[config.mk]
export PLATFORM = sky130hd
export DESIGN_NAME = log_scheduler
export DESIGN_NICKNAME = d
export VERILOG_FILES = /design/src/rtl/log_scheduler.sv
export SDC_FILE = /design/constraint.sdc
export NUM_CORES = 1
export LEC_CHECK = 0
export ABC_CLOCK_PERIOD_IN_PS = 2470
export CORE_MARGIN = 2
export CORE_UTILIZATION = 35
export DETAILED_ROUTE_END_ITERATION = 8
export PLACE_DENSITY = 0.86
export SKIP_CTS_REPAIR_TIMING = 1
export SLEW_MARGIN = 20
export SYNTH_ARGS = -nofsm -noshare
export SYNTH_HDL_FRONTEND = slang
export SYNTH_SLANG_ARGS = --single-unit
[constraint.sdc]
create_clock -name CLK -period 2.47 [get_ports CLK]
set_input_delay 0.247 -clock CLK [delete_from_list [all_inputs] [get_ports CLK]]
set_output_delay 0.247 -clock CLK [all_outputs]
set_load 0.01 [all_outputs]
[src/rtl/log_scheduler.sv]
// Round-robin front end that shares one pipelined natural-log unit among N_REQ requesters.
// Operands are pre-offset by -1.0 (Q3.12) and results return on a single tagged response bus.
module log_scheduler #(
    parameter int N_REQ       = 4,
    parameter int W           = 16,
    parameter int LOG_LATENCY = 2
) (
    input  logic                      CLK,
    input  logic                      RST,
    input  logic [N_REQ-1:0]          req_valid,
    input  logic [N_REQ*W-1:0]        req_data,
    output logic [N_REQ-1:0]          req_ready,
    output logic [W-1:0]              log_data,
    input  logic [W-1:0]              log_result,
    output logic                      rsp_valid,
    output logic [$clog2(N_REQ)-1:0]  rsp_id,
    output logic [W-1:0]              rsp_data,
    output logic                      rsp_err,
    output logic                      busy
);

    localparam int ID_W = $clog2(N_REQ);
    localparam logic signed [W-1:0] ONE      = signed'(W'(1) << (W - 4));
    localparam logic        [W-1:0] ERR_CODE = W'(1) << (W - 1);

    function automatic logic signed [W-1:0] offset_operand(input logic signed [W-1:0] x);
        return x - ONE;
    endfunction

    // ln() is undefined for zero and negative operands
    function automatic logic domain_err(input logic signed [W-1:0] x);
        return x[W-1] || (x == '0);
    endfunction

    logic [ID_W-1:0]        ptr;
    logic [ID_W-1:0]        grant_id;
    logic [ID_W-1:0]        idx;
    logic                   grant_any;
    int                     scan;
    logic signed [W-1:0]    op_x_p0;
    logic                   op_err_p0;

    logic [LOG_LATENCY:0]   tag_vld_p;
    logic [LOG_LATENCY:0]   tag_err_p;
    logic [ID_W-1:0]        tag_id_p [0:LOG_LATENCY];

    always_comb begin
        req_ready = '0;
        grant_any = 1'b0;
        grant_id  = '0;
        idx       = '0;
        scan      = 0;
        if (RST) begin
            for (int k = 0; k < N_REQ; k++) begin
                scan = int'(ptr) + k;
                if (scan >= N_REQ) scan = scan - N_REQ;
                idx = ID_W'(scan);
                if (!grant_any && req_valid[idx]) begin
                    grant_any = 1'b1;
                    grant_id  = idx;
                end
            end
        end
        if (grant_any) req_ready[grant_id] = 1'b1;
    end

    assign op_x_p0   = signed'(req_data[int'(grant_id)*W +: W]);
    assign op_err_p0 = domain_err(op_x_p0);

    // Stage 0: issue to the log unit; tag pipeline tracks the operation to the response stage
    always_ff @(posedge CLK) begin
        if (!RST) begin
            ptr       <= '0;
            log_data  <= '0;
            tag_vld_p <= '0;
            rsp_valid <= 1'b0;
            rsp_id    <= '0;
            rsp_data  <= '0;
            rsp_err   <= 1'b0;
        end else begin
            if (grant_any)
                ptr <= (grant_id == ID_W'(N_REQ - 1)) ? '0 : grant_id + 1'b1;
            log_data  <= (grant_any && !op_err_p0) ? W'(offset_operand(op_x_p0)) : '0;
            tag_vld_p <= {tag_vld_p[LOG_LATENCY-1:0], grant_any};
            // Response stage: log_result lines up with the final tag stage
            rsp_valid <= tag_vld_p[LOG_LATENCY];
            rsp_id    <= tag_vld_p[LOG_LATENCY] ? tag_id_p[LOG_LATENCY] : '0;
            rsp_err   <= tag_vld_p[LOG_LATENCY] && tag_err_p[LOG_LATENCY];
            if (!tag_vld_p[LOG_LATENCY])
                rsp_data <= '0;
            else
                rsp_data <= tag_err_p[LOG_LATENCY] ? ERR_CODE : log_result;
        end
    end

    always_ff @(posedge CLK) begin
        tag_err_p   <= {tag_err_p[LOG_LATENCY-1:0], grant_any && op_err_p0};
        tag_id_p[0] <= grant_id;
        for (int j = 1; j <= LOG_LATENCY; j++)
            tag_id_p[j] <= tag_id_p[j-1];
    end

    assign busy = (|tag_vld_p) || rsp_valid;

endmodule

==> results.json, run 1 <==
{
  "status": "finished, final reports clean",
  "cts_tree": "built",
  "highest_layer": "met4",
  "ys_seq_area_frac": 0.433,
  "path_cells": "clkdlybuf4s50_1, buf_4, mux2i_1, o22ai_2, nor3_4, mux2i_1, inv_1, ha_2, o21ai_2, a32oi_4, buf_12, a311oi_2",
  "critPathKind": "input port to register",
  "worstPathRequired_ns": 2.68,
  "met3_length_um": 545,
  "tns_ns": 0,
  "power.density_nw_per_um2": 483,
  "remaining_drc_errors": 0,
  "syn_inst": 265,
  "rr_startpoint": "ptr[1]",
  "htreeDepth": 2,
  "slowest_stage": "clkdlybuf4s50_1",
  "hold_depth": 0,
  "core_um2": 6350,
  "initial_core_util": 0.364,
  "die_area_um2": 7270,
  "path_clk_slew_ns": 0.09,
  "crit_family": "buffers and inverters",
  "antenna_found_initial": 0,
  "endpoint_kind": "register",
  "antenna_cells": 0,
  "p_leak_nw": 1.68,
  "wirelength_um": 7170,
  "insertion_delay_ns": 0.30,
  "max_slew_margin": 0.539,
  "hp-start": "tag_id_p[1][1]",
  "avgSynthCellArea_um2": 8.72,
  "drt-pass1-iter-count": 4,
  "max_stage_delay_ns": 0.42,
  "gr-total-overflow": 0,
  "synth_async_sr_flop_share": 0,
  "worst_ep_arrival_time_ns": 2.57,
  "numCtsBuffers": 5,
  "grt_pass1_vias": 2441,
  "yosysUniqueCellTypes": 41,
  "ir_worst_vdd_mv": 0.255,
  "grt_pass1_wl_um": 11300,
  "area_growth_pct": 70.8,
  "wirelength_met1_um": 2900,
  "fillers": 532,
  "grt_max_degree": 17,
  "io_buffers": 126,
  "rr_endpoint": "log_data[7]",
  "hold_viol": 0,
  "tightest_slew_ns": 0.688,
  "drt_iter0_drc": 83,
  "fin_crit_sh": 0.954,
  "finalSetupViolations": 0,
  "yosys_warnings": 0,
  "synthesis.nets": 357,
  "dp_hpwl_um": 5800,
  "wl_met2_um": 3550,
  "cp_common_cell": "mux2i_1",
  "total_power_mw": 1.91,
  "fmaxAchievable_ghz": 0.424,
  "report.final.slew_viol_count": 0,
  "nets": 504,
  "clock_skew_ns": 0.00575,
  "ant_nets": 0,
  "cts_root_buffer": "clkbuf_8",
  "ys_seq_elements": 50,
  "utilization": 0.622,
  "num_vias": 2468,
  "cts-root-to-sink-buffers": 2,
  "setup.worst_path.start_class": "input port",
  "hold_path_class": "register to register",
  "synth-edff-count": 0,
  "period_minus_slack_ns": 2.36,
  "gr-usage-all-layers": 0.192,
  "clock-sinks": 50,
  "min_to": "tag_id_p[2][1]",
  "gp_congestion": 0.950,
  "fp.dieW_um": 85.3,
  "worstRegToRegCells": 11,
  "ys.flop_type": "dfxtp_1",
  "avgRoutedWirePerCell_um": 14.6,
  "fp.dieH_um": 85.3,
  "critPathMaxFanout": 8,
  "reg2reg_slack_ns": 0.15,
  "num_io_pins": 127,
  "path_buf_inv": 4,
  "drive_gt1_frac": 0.150,
  "viasPerCell": 5.04,
  "netlist_area_um2": 2310,
  "drv_cap": 0,
  "fp-row-count": 29
}
==> report_power, final <==
part,total (mW),switching [mW],leakage [nW],internal [mW]
logic,0.558,0.241,1.22,0.317
registers,0.875,0.0179,0.410,0.857
clock network,0.473,0.274,0.0441,0.199
total,1.91,0.532,1.68,1.37
==> sequential cells by signal, indices dropped and copies added (netlist names) <==
name       count
tag_id_p       6
rsp_id         2
rsp_valid      1
tag_vld_p      3
ptr            2
rsp_data      16
log_data      16
tag_err_p      3
rsp_err        1
==> layer usage <==
layer / global-route usage / up-vias
met5: 0 / -
met4: 0.0794 / 0
met3: 0.0379 / 16
met2: 0.335 / 127
met1: 0.229 / 1111
li1: - / 1214
==> layout make-up <==
cell class              instances  area (um2)  share of cell area
clock buffers                   5        68.8              0.0174
clock inverters                 3        21.3             0.00539
inverters                       6        22.5             0.00571
multi-input cells             199        1260               0.320
flip-flops and latches         50        1000               0.254
well taps                      77        96.3              0.0244
repair buffers                150        1470               0.373
==> Yosys cell counts, drive strengths merged, types with 2 or more instances <==
master	instances	area (um2)
a21oi	3	22.5
nor4	9	56.3
nor2	16	72.6
clkbuf	4	15.0
dfxtp	50	1000
a211oi	3	40.0
buf	6	35.0
and3	20	130
nand3	21	105
a21boi	2	18.8
nand2	54	203
nor3	11	66.3
a311oi	4	60.1
inv	6	22.5
ha	6	75.1
nand4	4	25.0
mux2i	5	50.1
and2	21	131
o21ai	9	45.0
==> cells in the final DEF (no fill, tap or decap), types with 2 or more instances in the layout <==
cell type        synthesis  routed
nand4_1                  4       4
mux2i_1                  5       5
and2_1                  21      21
nand2_1                 54      54
clkbuf_8                 0       5
dfxtp_1                 50      48
nor4_1                   9       9
and3_1                  19      19
dlymetal6s2s_1           0       6
nand3_1                 21      20
ha_1                     6       5
o21ai_2                  0       3
a21oi_2                  2       2
inv_1                    4       4
buf_4                    2      22
nor2_2                   2       2
dfxtp_2                  0       2
nor2_1                  13      13
clkdlybuf4s50_1          0     120
o21ai_0                  6       6
a21boi_2                 1       2
a311oi_2                 4       4
nor3_1                  10      10
inv_2                    2       2
==> stage by stage <==
stage	cells	instance area, um2	setup WS, ns	hold slack [ns]
final	490	3950	0.112	0.331
after global routing	490	3950	-0.0190	0.338
after CTS	488	3890	-0.131	0.330
after detailed placement	480	3800	-0.300	0.312
after global placement	480	3800	-0.156	0.312
after floorplan	265	2320	0.0312	0.310
==> worst register-to-register path, cell delays in order, from the launching register on <==
cell and delay, ns:
dfxtp_2 0.41, nand2_1 0.14, a221oi_4 0.31, nor2_4 0.12
mux2i_1 0.15, mux2i_1 0.21, inv_1 0.10, ha_2 0.21
o21ai_2 0.09, a32oi_4 0.14, buf_12 0.16, a311oi_2 0.19
==> worst max path at each step <==
stage | end | from | depth (start not counted) | slack, ns
6_report | log_data[7] | req_valid[2] | 12 | 0.11
5_1_grt | log_data[0] | req_valid[2] | 12 | -0.02
4_1_cts | req_ready[1] | req_valid[0] | 9 | -0.13
3_5_place_dp | log_data[2] | req_valid[0] | 12 | -0.30
3_3_place_gp | log_data[6] | req_valid[0] | 12 | -0.16
2_1_floorplan | log_data[0] | ptr[1] | 11 | 0.03
==> kinds of logic (layout without fill, tap and decap cells) <==
family                     Yosys count  after routing  synth area share
DFF                                 50             50             0.433
and+or+nand+nor                    162            162             0.364
buffers and inverters               16            164            0.0314
adders and majority gates            6              6            0.0325
AOI/OAI and AO/OA                   26             26             0.117
muxes                                5              5            0.0217
Note: power is estimated with default switching activity, not from simulation.
==> run 2, diff against run 1 <==
--- a/config.mk
+++ b/config.mk
@@ -5,11 +5,12 @@
 export SDC_FILE = /design/constraint.sdc
 export NUM_CORES = 1
 export LEC_CHECK = 0
-export ABC_CLOCK_PERIOD_IN_PS = 2470
+export ABC_AREA = 1
+export ABC_CLOCK_PERIOD_IN_PS = 2700
 export CORE_MARGIN = 2
-export CORE_UTILIZATION = 35
+export CORE_UTILIZATION = 42
 export DETAILED_ROUTE_END_ITERATION = 8
-export PLACE_DENSITY = 0.86
+export PLACE_DENSITY = 0.9
 export SKIP_CTS_REPAIR_TIMING = 1
 export SLEW_MARGIN = 20
 export SYNTH_ARGS = -nofsm -noshare
==> constraint.sdc (replaced) <==
create_clock -name CLK -period 2.7 [get_ports CLK]
set_input_delay 0.27 -clock CLK [delete_from_list [all_inputs] [get_ports CLK]]
set_output_delay 0.27 -clock CLK [all_outputs]
set_load 0.01 [all_outputs]
==> run 2 against run 1 <==
Against the previous run: the run now ends with negative setup slack left; core utilization grew 10 points; final cell count grew 29%; combinational power grew to 5.8 times the previous value; clock power shrank 4.2%; largest power group is now combinational cells.
==> results.json, run 2 <==
{
  "antenna_found_initial": 0,
  "htreeDepth": 2,
  "antenna_cells": 0,
  "drt_iter0_drc": 136,
  "gr-usage-all-layers": 0.203,
  "fp-row-count": 29,
  "ir_worst_vdd_mv": 0.705,
  "avgSynthCellArea_um2": 6.87,
  "hold_path_class": "register to register",
  "avgRoutedWirePerCell_um": 12.4,
  "status": "complete, but fails checks",
  "detailed_place.area_um2": 4210,
  "die_area_um2": 7150,
  "worst_ep_arrival_time_ns": 2.92,
  "power_switching_mw": 2.10,
  "ys.flop_type": "dfxtp_1",
  "combPwrFrac": 0.688,
  "fmaxAchievable_ghz": 0.368,
  "syn_inst": 397,
  "yosys_warnings": 0,
  "synth-edff-count": 0,
  "cts-root-to-sink-buffers": 2,
  "total_power_mw": 4.74,
  "fp.dieW_um": 84.6,
  "fin_crit_sh": 1.01,
  "cts_tree": "built",
  "grt_max_degree": 23,
  "finalSetupViolations": 6,
  "endpoint_kind": "register",
  "fp.dieH_um": 84.6,
  "drt-pass1-iter-count": 4,
  "stdcell_area_um2": 4560,
  "synth_compound_area_frac": 0.0312,
  "synthesis.nets": 489,
  "p_int_mw": 2.64,
  "gr-total-overflow": 0,
  "setup_ws_ns": -0.0163,
  "synth_top_family_by_area": "simple AND/OR/NAND/NOR gates",
  "report.final.slew_viol_count": 0,
  "synth_async_sr_flop_share": 0,
  "ys_seq_elements": 50,
  "synth_top_area_frac": 0.367,
  "critPathKind": "register to register",
  "synth_area_leaders": "dfxtp_1, inv_1, nand2_1",
  "p_leak_nw": 2.34,
  "synth.most_common_cell": "inv_1",
  "area_growth_pct": 67.4,
  "instances_no_fill": 632,
  "insertion_delay_ns": 0.31,
  "wirelength_um": 7850,
  "reg2reg_slack_ns": -0.02,
  "remaining_drc_errors": 0,
  "core_um2": 6310,
  "netlist_area_um2": 2730,
  "worstPathRequired_ns": 2.90,
  "clkPwrFrac": 0.095,
  "seqPwrFrac": 0.217,
  "dp_hpwl_um": 6140,
  "hold_viol": 0,
  "yosysUniqueCellTypes": 29,
  "ys_seq_area_frac": 0.367,
  "synth-adder-area-share": 0.0275,
  "yosys.area.top_type": "dfxtp_1",
  "num_vias": 2986,
  "violations": "negative setup slack",
  "grt_pass1_wl_um": 11800,
  "numCtsBuffers": 5,
  "clock-sinks": 50,
  "final_common_cell": "clkdlybuf4s50_1",
  "setup.worst_path.start_class": "register",
  "synth_mux_area_frac": 0.00551,
  "tns_ns": -0.0759,
  "clock_skew_ns": 0.0117,
  "ant_nets": 0,
  "mostFrequentLayoutCells": "clkdlybuf4s50_1, inv_1, nand2_1",
  "max_slew_margin": 0.694,
  "critPathMaxFanout": 7,
  "synth_common_cells": "inv_1, nand2_1, dfxtp_1",
  "nets": 646,
  "placedCellCount": 616,
  "reg_top3": "log_data x16, rsp_data x16, tag_id_p x6",
  "period_minus_slack_ns": 2.72,
  "drive_gt1_frac": 0.189,
  "switching_share": 0.443,
  "initial_core_util": 0.432,
  "yosys.area_share.simple": 0.383,
  "tightest_slew_ns": 0.458,
  "path_clk_slew_ns": 0.10,
  "viasPerCell": 4.72,
  "grt_pass1_vias": 2727,
  "num_io_pins": 127,
  "power.density_nw_per_um2": 1040,
  "drv_cap": 0,
  "synthXorXnorAreaFrac": 0.00321,
  "rsz0062_at_grt": "yes",
  "io_buffers": 126,
  "gp_congestion": 0.854,
  "cts_root_buffer": "clkbuf_8"
}
## run 2: final timing paths
kind                     start  cells after the start           end
setup / recovery        ptr[0]                     22  log_data[10]
hold / removal    tag_err_p[1]                      0  tag_err_p[2]
setup reg to reg        ptr[0]                     22  log_data[10]
hold reg to reg   tag_err_p[1]                      0  tag_err_p[2]
## run 2: power by group through the flow
stage	Combinational (mW)	Clock, mW	Sequential [mW]
global placement	2.75	0	1.02
detailed placement	2.83	0	1.03
finish	3.26	0.453	1.03
floorplan	1.74	0	1.08
CTS	2.84	0.463	1.02
global route	3.55	0.490	1.06
## run 2: worst max-delay path: stages (launching register included)
cell and delay [ns]:
dfxtp_4 0.38, buf_8 0.14, nand2_4 0.06, nand2_4 0.05, buf_4 0.15, o21ai_4 0.14
nand3_2 0.11, buf_6 0.13, nand2_4 0.08, nand3_4 0.11, nand2_2 0.10, o211ai_1 0.07
a21boi_2 0.17, inv_1 0.08, ha_2 0.18, inv_2 0.03, nor2_2 0.06, nand2_1 0.05
nor2_1 0.09, nand2_1 0.11, nand3_4 0.12, clkbuf_16 0.18, nor2_4 0.03
## run 2: layer usage
metal / global-route usage / wire length, um / vias up
li1: - / - / 1502
met1: 0.218 / 2990 / 1323
met2: 0.394 / 4200 / 146
met3: 0.0295 / 500 / 15
met4: 0.0794 / 161 / 0
met5: 0 / 0 / -
## run 2: layout make-up
| type | instances | area (um2) |
|---|---|---|
| multi-input combinational | 233 | 1370 |
| tap | 77 | 96.3 |
| inverter | 99 | 379 |
| clock buffer | 5 | 68.8 |
| fill | 479 | 1750 |
| sequential | 50 | 1010 |
| clock inverter | 3 | 28.8 |
| timing repair buffer | 165 | 1620 |
## run 2: cell families after synthesis
| group | Yosys count |
|---|---|
| AOI/OAI and AO/OA | 13 |
| xor gates and xnor gates | 1 |
| adders and majority gates | 6 |
| buffers and inverters | 115 |
| DFF | 50 |
| muxes | 1 |
| and+or+nand+nor | 211 |
## run 2: through the flow
step                      setup slack [ns]  hold WS, ns   util
final                              -0.0163        0.329  0.723
after global routing                -0.212        0.333  0.723
after CTS                           -0.252        0.329  0.683
after detailed placement            -0.201        0.313  0.667
after global placement             -0.0828        0.310  0.667
after floorplan                     0.0436        0.310      -
==> edit 1, RTL diff (config.mk and constraints of run 1) <==
Change the parameter `LOG_LATENCY` from 2 to 3.
--- a/src/rtl/log_scheduler.sv
+++ b/src/rtl/log_scheduler.sv
@@ -3,7 +3,7 @@
 module log_scheduler #(
     parameter int N_REQ       = 4,
     parameter int W           = 16,
-    parameter int LOG_LATENCY = 2
+    parameter int LOG_LATENCY = 3
 ) (
     input  logic                      CLK,
     input  logic                      RST,
Behaviour: not the same (Yosys sat finds a counterexample within 10 cycles, from zero or initial values and one cycle with RST low).
==> edit 1 against run 1 <==
The run now ends with setup timing left; non-clock buffer count increased by 2; power rose by 8.5%; core utilization increased by 0.89 points; worst setup slack worse by 0.37 ns; wire length fell by 15%; area after synthesis decreased by 0.54%; sequential cell count rose by 4; cell area is 1.4% higher; critical path type is now flip-flop to flip-flop.
==> edit 1: results (changes against run 1) <==
outcome:
  run_status: "finished, violations left"
  violations: "setup timing"
min_path:
  min_from: "tag_id_p[2][0]$_DFF_P_"
  hold_end: "tag_id_p[3][0]$_DFF_P_"
place:
  place_area_mm2: 0.003812  # +0.30%
  place_hpwl_um: 4970  # -14%
  port_buffers: 126  # unchanged
  dp_cells: 423  # -12%
  gp_congestion: 0.7449  # -22%
  dpl_worst_slack_ns: -0.8208  # -0.5209 ns
route:
  drt_iter0_drc: 41  # -51%
  avgViaCountPerCell: 4.718  # -6.3%
  vias: 2043  # -17%
  wl_um: 6122  # -15%
worst_setup_path:
  crit_path_start: "ptr[1]$_SDFFE_PN0P_"
  worstReg2RegEnd: "log_data[12]$_SDFF_PN0_"
  cp.arrival_ns: 2.91  # +0.34 ns
  crit_type: "flip-flop to flip-flop"
  r2r_cells: 8  # -3
timing:
  final.setup_skew_ns: 0.004553  # -0.001193 ns
  hold_slack_ns: 0.3337  # +0.002831 ns
  setup-tns-final_ns: -1.188  # -1.188 ns
  setup_slack_ns: -0.2544  # -0.3668 ns
  worst_pin_slew_ns: 0.6946  # +0.006347 ns
  setup_violations: 5  # +5
clocking:
  cts_max_level: 2  # unchanged
  clkLatencyLatePin_ns: 0.30  # about the same
  root_buffer: "clkbuf_8"
  cts_buffer_depth: 2  # unchanged
  numCtsBuffers: 5  # unchanged
grt:
  grt_pass1_vias: 2193  # -10%
  grt_max_degree: 18  # +1
  grt_pass1_wl_um: 9453  # -17%
  groute.usage.overall: 0.1668  # -0.02502
synth:
  postSynthAreaPerCell_um2: 11.38  # +30%
  synthTopCellsByArea: "dfxtp_1 (47%), mux4_1 (8.0%), and2_1 (6.3%)"
  netlist_top_cells_count: "dfxtp_1 (54), and2_1 (23), inv_1 (23)"
  ys.flop_type: "dfxtp_1"
  ys_seq_area_frac: 0.4703  # +0.03720
  ys_types: 42  # +2.4%
  synth_nets: 294  # -18%
cells_and_area:
  nNetsFinal: 447  # -11%
  diodes: 0  # unchanged
  reg_top3: "log_data: 16 flops, rsp_data: 16 flops, tag_id_p: 8 flops"
  drive_gt1_frac: 0.1882  # +0.03808
  n_fill_cell: 515  # -3.2%
power_and_ir_drop:
  p_leak_uw: 0.001782  # +6.2%
  ir_drop_v: 0.0003451  # +35%
[edit 1: changes by cell type after synthesis, sizes merged, moves of 6 or more]
cell | before | now
nand3 | 21 | 1
nor4 | 9 | 3
and3 | 20 | 11
nor3 | 11 | 3
mux4 | 0 | 12
inv | 6 | 24
o21ai | 9 | 2
nand2 | 54 | 6
[edit 1: cell families (layout without fill, tap and decap cells)]
kind of cell	after synthesis	after routing	synth area share
AND/OR/NAND/NOR	74	74	0.1987
flip-flops	54	54	0.4703
buffers and inverters	31	185	0.06532
multiplexers	23	23	0.1786
AO/OA/AOI/OAI	13	13	0.05063
adder cells (fa/ha/maj)	6	6	0.03266
XOR/XNOR	1	1	0.003811
[edit 1: where the power goes]
| part | switching [uW] | internal, uW |
|---|---|---|
| sequential | 24.0 | 924 |
| combinational | 194 | 340 |
| clock | 283 | 301 |
| total | 501 | 1570 |
[edit 1: worst max-delay path, cell delays in order, from the launching register on]
cell	delay, ns
dfxtp_4	0.38
mux2i_1	0.12
or2_4	0.24
and3_4	0.19
inv_8	0.08
mux4_2	0.51
or4_4	0.58
nor4_4	0.41
nor3b_1	0.10
[edit 1: final cells by class]
cell class	count	area (um^2)	share of cell area
clock inverter	3	45.04	0.01125
multi-input combinational	117	1119	0.2794
tap	77	96.34	0.02406
sequential	54	1086	0.2712
timing repair buffer	152	1485	0.3709
clock buffer	5	68.82	0.01719
timing repair inverter	1	6.256	0.001563
inverter	24	97.59	0.02437
[edit 1: layer usage]
metal  GRT usage  vias to the layer above  part of all wire
li1            -                      998                 -
met1      0.1513                      960              0.35
met2      0.3402                       73              0.57
met3     0.04475                       12             0.064
met4     0.06638                        0             0.016
met5           0                        -                 0
==> edit 2, RTL diff (config.mk and constraints of run 1) <==
Made on the original files. Register the output `rsp_err` once more, with the module's reset; this adds one clock of latency there. The other outputs are not delayed to match.
--- a/src/rtl/log_scheduler.sv
+++ b/src/rtl/log_scheduler.sv
@@ -22,6 +22,8 @@
     localparam int ID_W = $clog2(N_REQ);
     localparam logic signed [W-1:0] ONE      = signed'(W'(1) << (W - 4));
     localparam logic        [W-1:0] ERR_CODE = W'(1) << (W - 1);
+
+    logic rsp_err_s0;
 
     function automatic logic signed [W-1:0] offset_operand(input logic signed [W-1:0] x);
         return x - ONE;
@@ -76,7 +78,7 @@
             rsp_valid <= 1'b0;
             rsp_id    <= '0;
             rsp_data  <= '0;
-            rsp_err   <= 1'b0;
+            rsp_err_s0 <= 1'b0;
         end else begin
             if (grant_any)
                 ptr <= (grant_id == ID_W'(N_REQ - 1)) ? '0 : grant_id + 1'b1;
@@ -85,7 +87,7 @@
             // Response stage: log_result lines up with the final tag stage
             rsp_valid <= tag_vld_p[LOG_LATENCY];
             rsp_id    <= tag_vld_p[LOG_LATENCY] ? tag_id_p[LOG_LATENCY] : '0;
-            rsp_err   <= tag_vld_p[LOG_LATENCY] && tag_err_p[LOG_LATENCY];
+            rsp_err_s0 <= tag_vld_p[LOG_LATENCY] && tag_err_p[LOG_LATENCY];
             if (!tag_vld_p[LOG_LATENCY])
                 rsp_data <= '0;
             else
@@ -102,5 +104,13 @@
 
     assign busy = (|tag_vld_p) || rsp_valid;
 
+    always_ff @(posedge CLK) begin
+        if (!RST) begin
+            rsp_err <= '0;
+        end else begin
+            rsp_err <= rsp_err_s0;
+        end
+    end
+
 endmodule
 
Check against the original RTL: not equivalent (a bounded check fails within 10 cycles, from zero or initial values and one cycle with RST low).
==> edit 2 against run 1 <==
The run now ends with setup timing left; worst hold slack improved by 0.0028 ns; cell area decreased by 0.19%; power decreased by 0.83%; first-iteration DRC count decreased by 53%; worst setup slack got worse by 0.41 ns; via count decreased by 19%; wire length decreased by 19%; global-route usage decreased by 2.6 points; non-clock buffer count increased by 9; area after synthesis decreased by 3.7%; sequential cell count increased by 1; critical path type is now flip-flop to flip-flop; critical endpoint is now log_data[12]$_SDFF_PN0_; largest power group unchanged.
==> edit 2: results (changes against run 1) <==
synth:
  postSynthAreaPerCell_um2: 11.29  # +29%
  muxShareOfSynthArea: 0.1879  # +0.1662
  netlist_top_cells_count: "dfxtp_1 (51), and2_1 (23), inv_1 (23)"
  synth_xor_area_frac: 0.003937  # +0.003937
  synth_compound_area_frac: 0.05231  # -0.06464
  synth_nets: 289  # -19%
  synth_fa_ha_area_frac: 0.03375  # +0.001261
  synthTopCellsByArea: "dfxtp_1 (46%), mux4_1 (11%), and2_1 (6.5%)"
  ys_seq_area_frac: 0.4589  # +0.02581
  ys_types: 42  # +2.4%
worst_setup_path:
  cp.arrival_ns: 2.93  # +0.36 ns
  slowest_stage: "or4_4"
  cp_slowest_stage_delay_ns: 0.55  # +0.13 ns
  crit_family: "simple AND/OR/NAND/NOR gates"
  critPathMaxFanout: 7  # -1
  start_kind: "flip-flop"
  crit_path_start: "ptr[1]$_SDFFE_PN0P_"
timing:
  setup-tns-final_ns: -1.322  # -1.322 ns
  setup_violations: 5  # +5
  final.setup_skew_ns: 0.003921  # -0.001825 ns
  setup_slack_ns: -0.2942  # -0.4066 ns
  worst_pin_slew_ns: 0.6757  # -0.01252 ns
grt:
  groute.usage.overall: 0.1659  # -0.02592
  grt_pass1_wl_um: 9384  # -17%
  grt_pass1_vias: 2102  # -14%
  grt_max_degree: 16  # -1
outcome:
  violations: "setup timing"
  run_status: "finished, violations left"
power_and_ir_drop:
  sequentialPowerShare: 0.471  # +0.012
  ir_drop_v: 0.0002595  # +1.6%
  switching_share: 0.2444  # -0.03492
  p_leak_uw: 0.001773  # +5.6%
place:
  port_buffers: 126  # unchanged
  dp_cells: 423  # -12%
  place_area_mm2: 0.003789  # -0.33%
  gp_congestion: 0.7726  # -19%
  dpl_worst_slack_ns: -0.8765  # -0.5766 ns
  place_hpwl_um: 4925  # -15%
min_path:
  min_from: "tag_err_p[1]$_DFF_P_"
cells_and_area:
  reg_top3: "log_data: 16 flops, rsp_data: 16 flops, tag_id_p: 6 flops"
  instances_no_fill: 434  # -11%
  drive_gt1_frac: 0.1877  # +0.03755
  nNetsFinal: 448  # -11%
route:
  wire_per_inst_um: 13.41  # -8.3%
  avgViaCountPerCell: 4.613  # -8.4%
  drt_iter0_drc: 39  # -53%
clocking:
  root_buffer: "clkbuf_8"
  cts_tree: "yes"
==> edit 2: path summary, 6_finish.rpt <==
kind / end / slack, ns / cells past startpoint
worst max-delay path: log_data[12]$_SDFF_PN0_ / -0.29 / 9
worst min-delay path: tag_err_p[2]$_DFF_P_ / 0.33 / 0
worst max register to register: log_data[12]$_SDFF_PN0_ / -0.29 / 9
worst min register to register: tag_err_p[2]$_DFF_P_ / 0.33 / 0
==> edit 2: routing by layer <==
| metal | wire length, um | global-route usage |
|---|---|---|
| met5 | 0 | 0 |
| met4 | 63 | 0.04985 |
| met3 | 308 | 0.02868 |
| met2 | 3360 | 0.3375 |
| met1 | 2087 | 0.1683 |
==> edit 2: area by class of cell <==
class	count	area, um^2
tap	77	96.34
timing repair buffer	159	1533
clock inverter	1	5.005
inverter	24	97.59
fill	526	2301
multi-input combinational	115	1107
clock buffer	7	76.32
sequential	51	1025
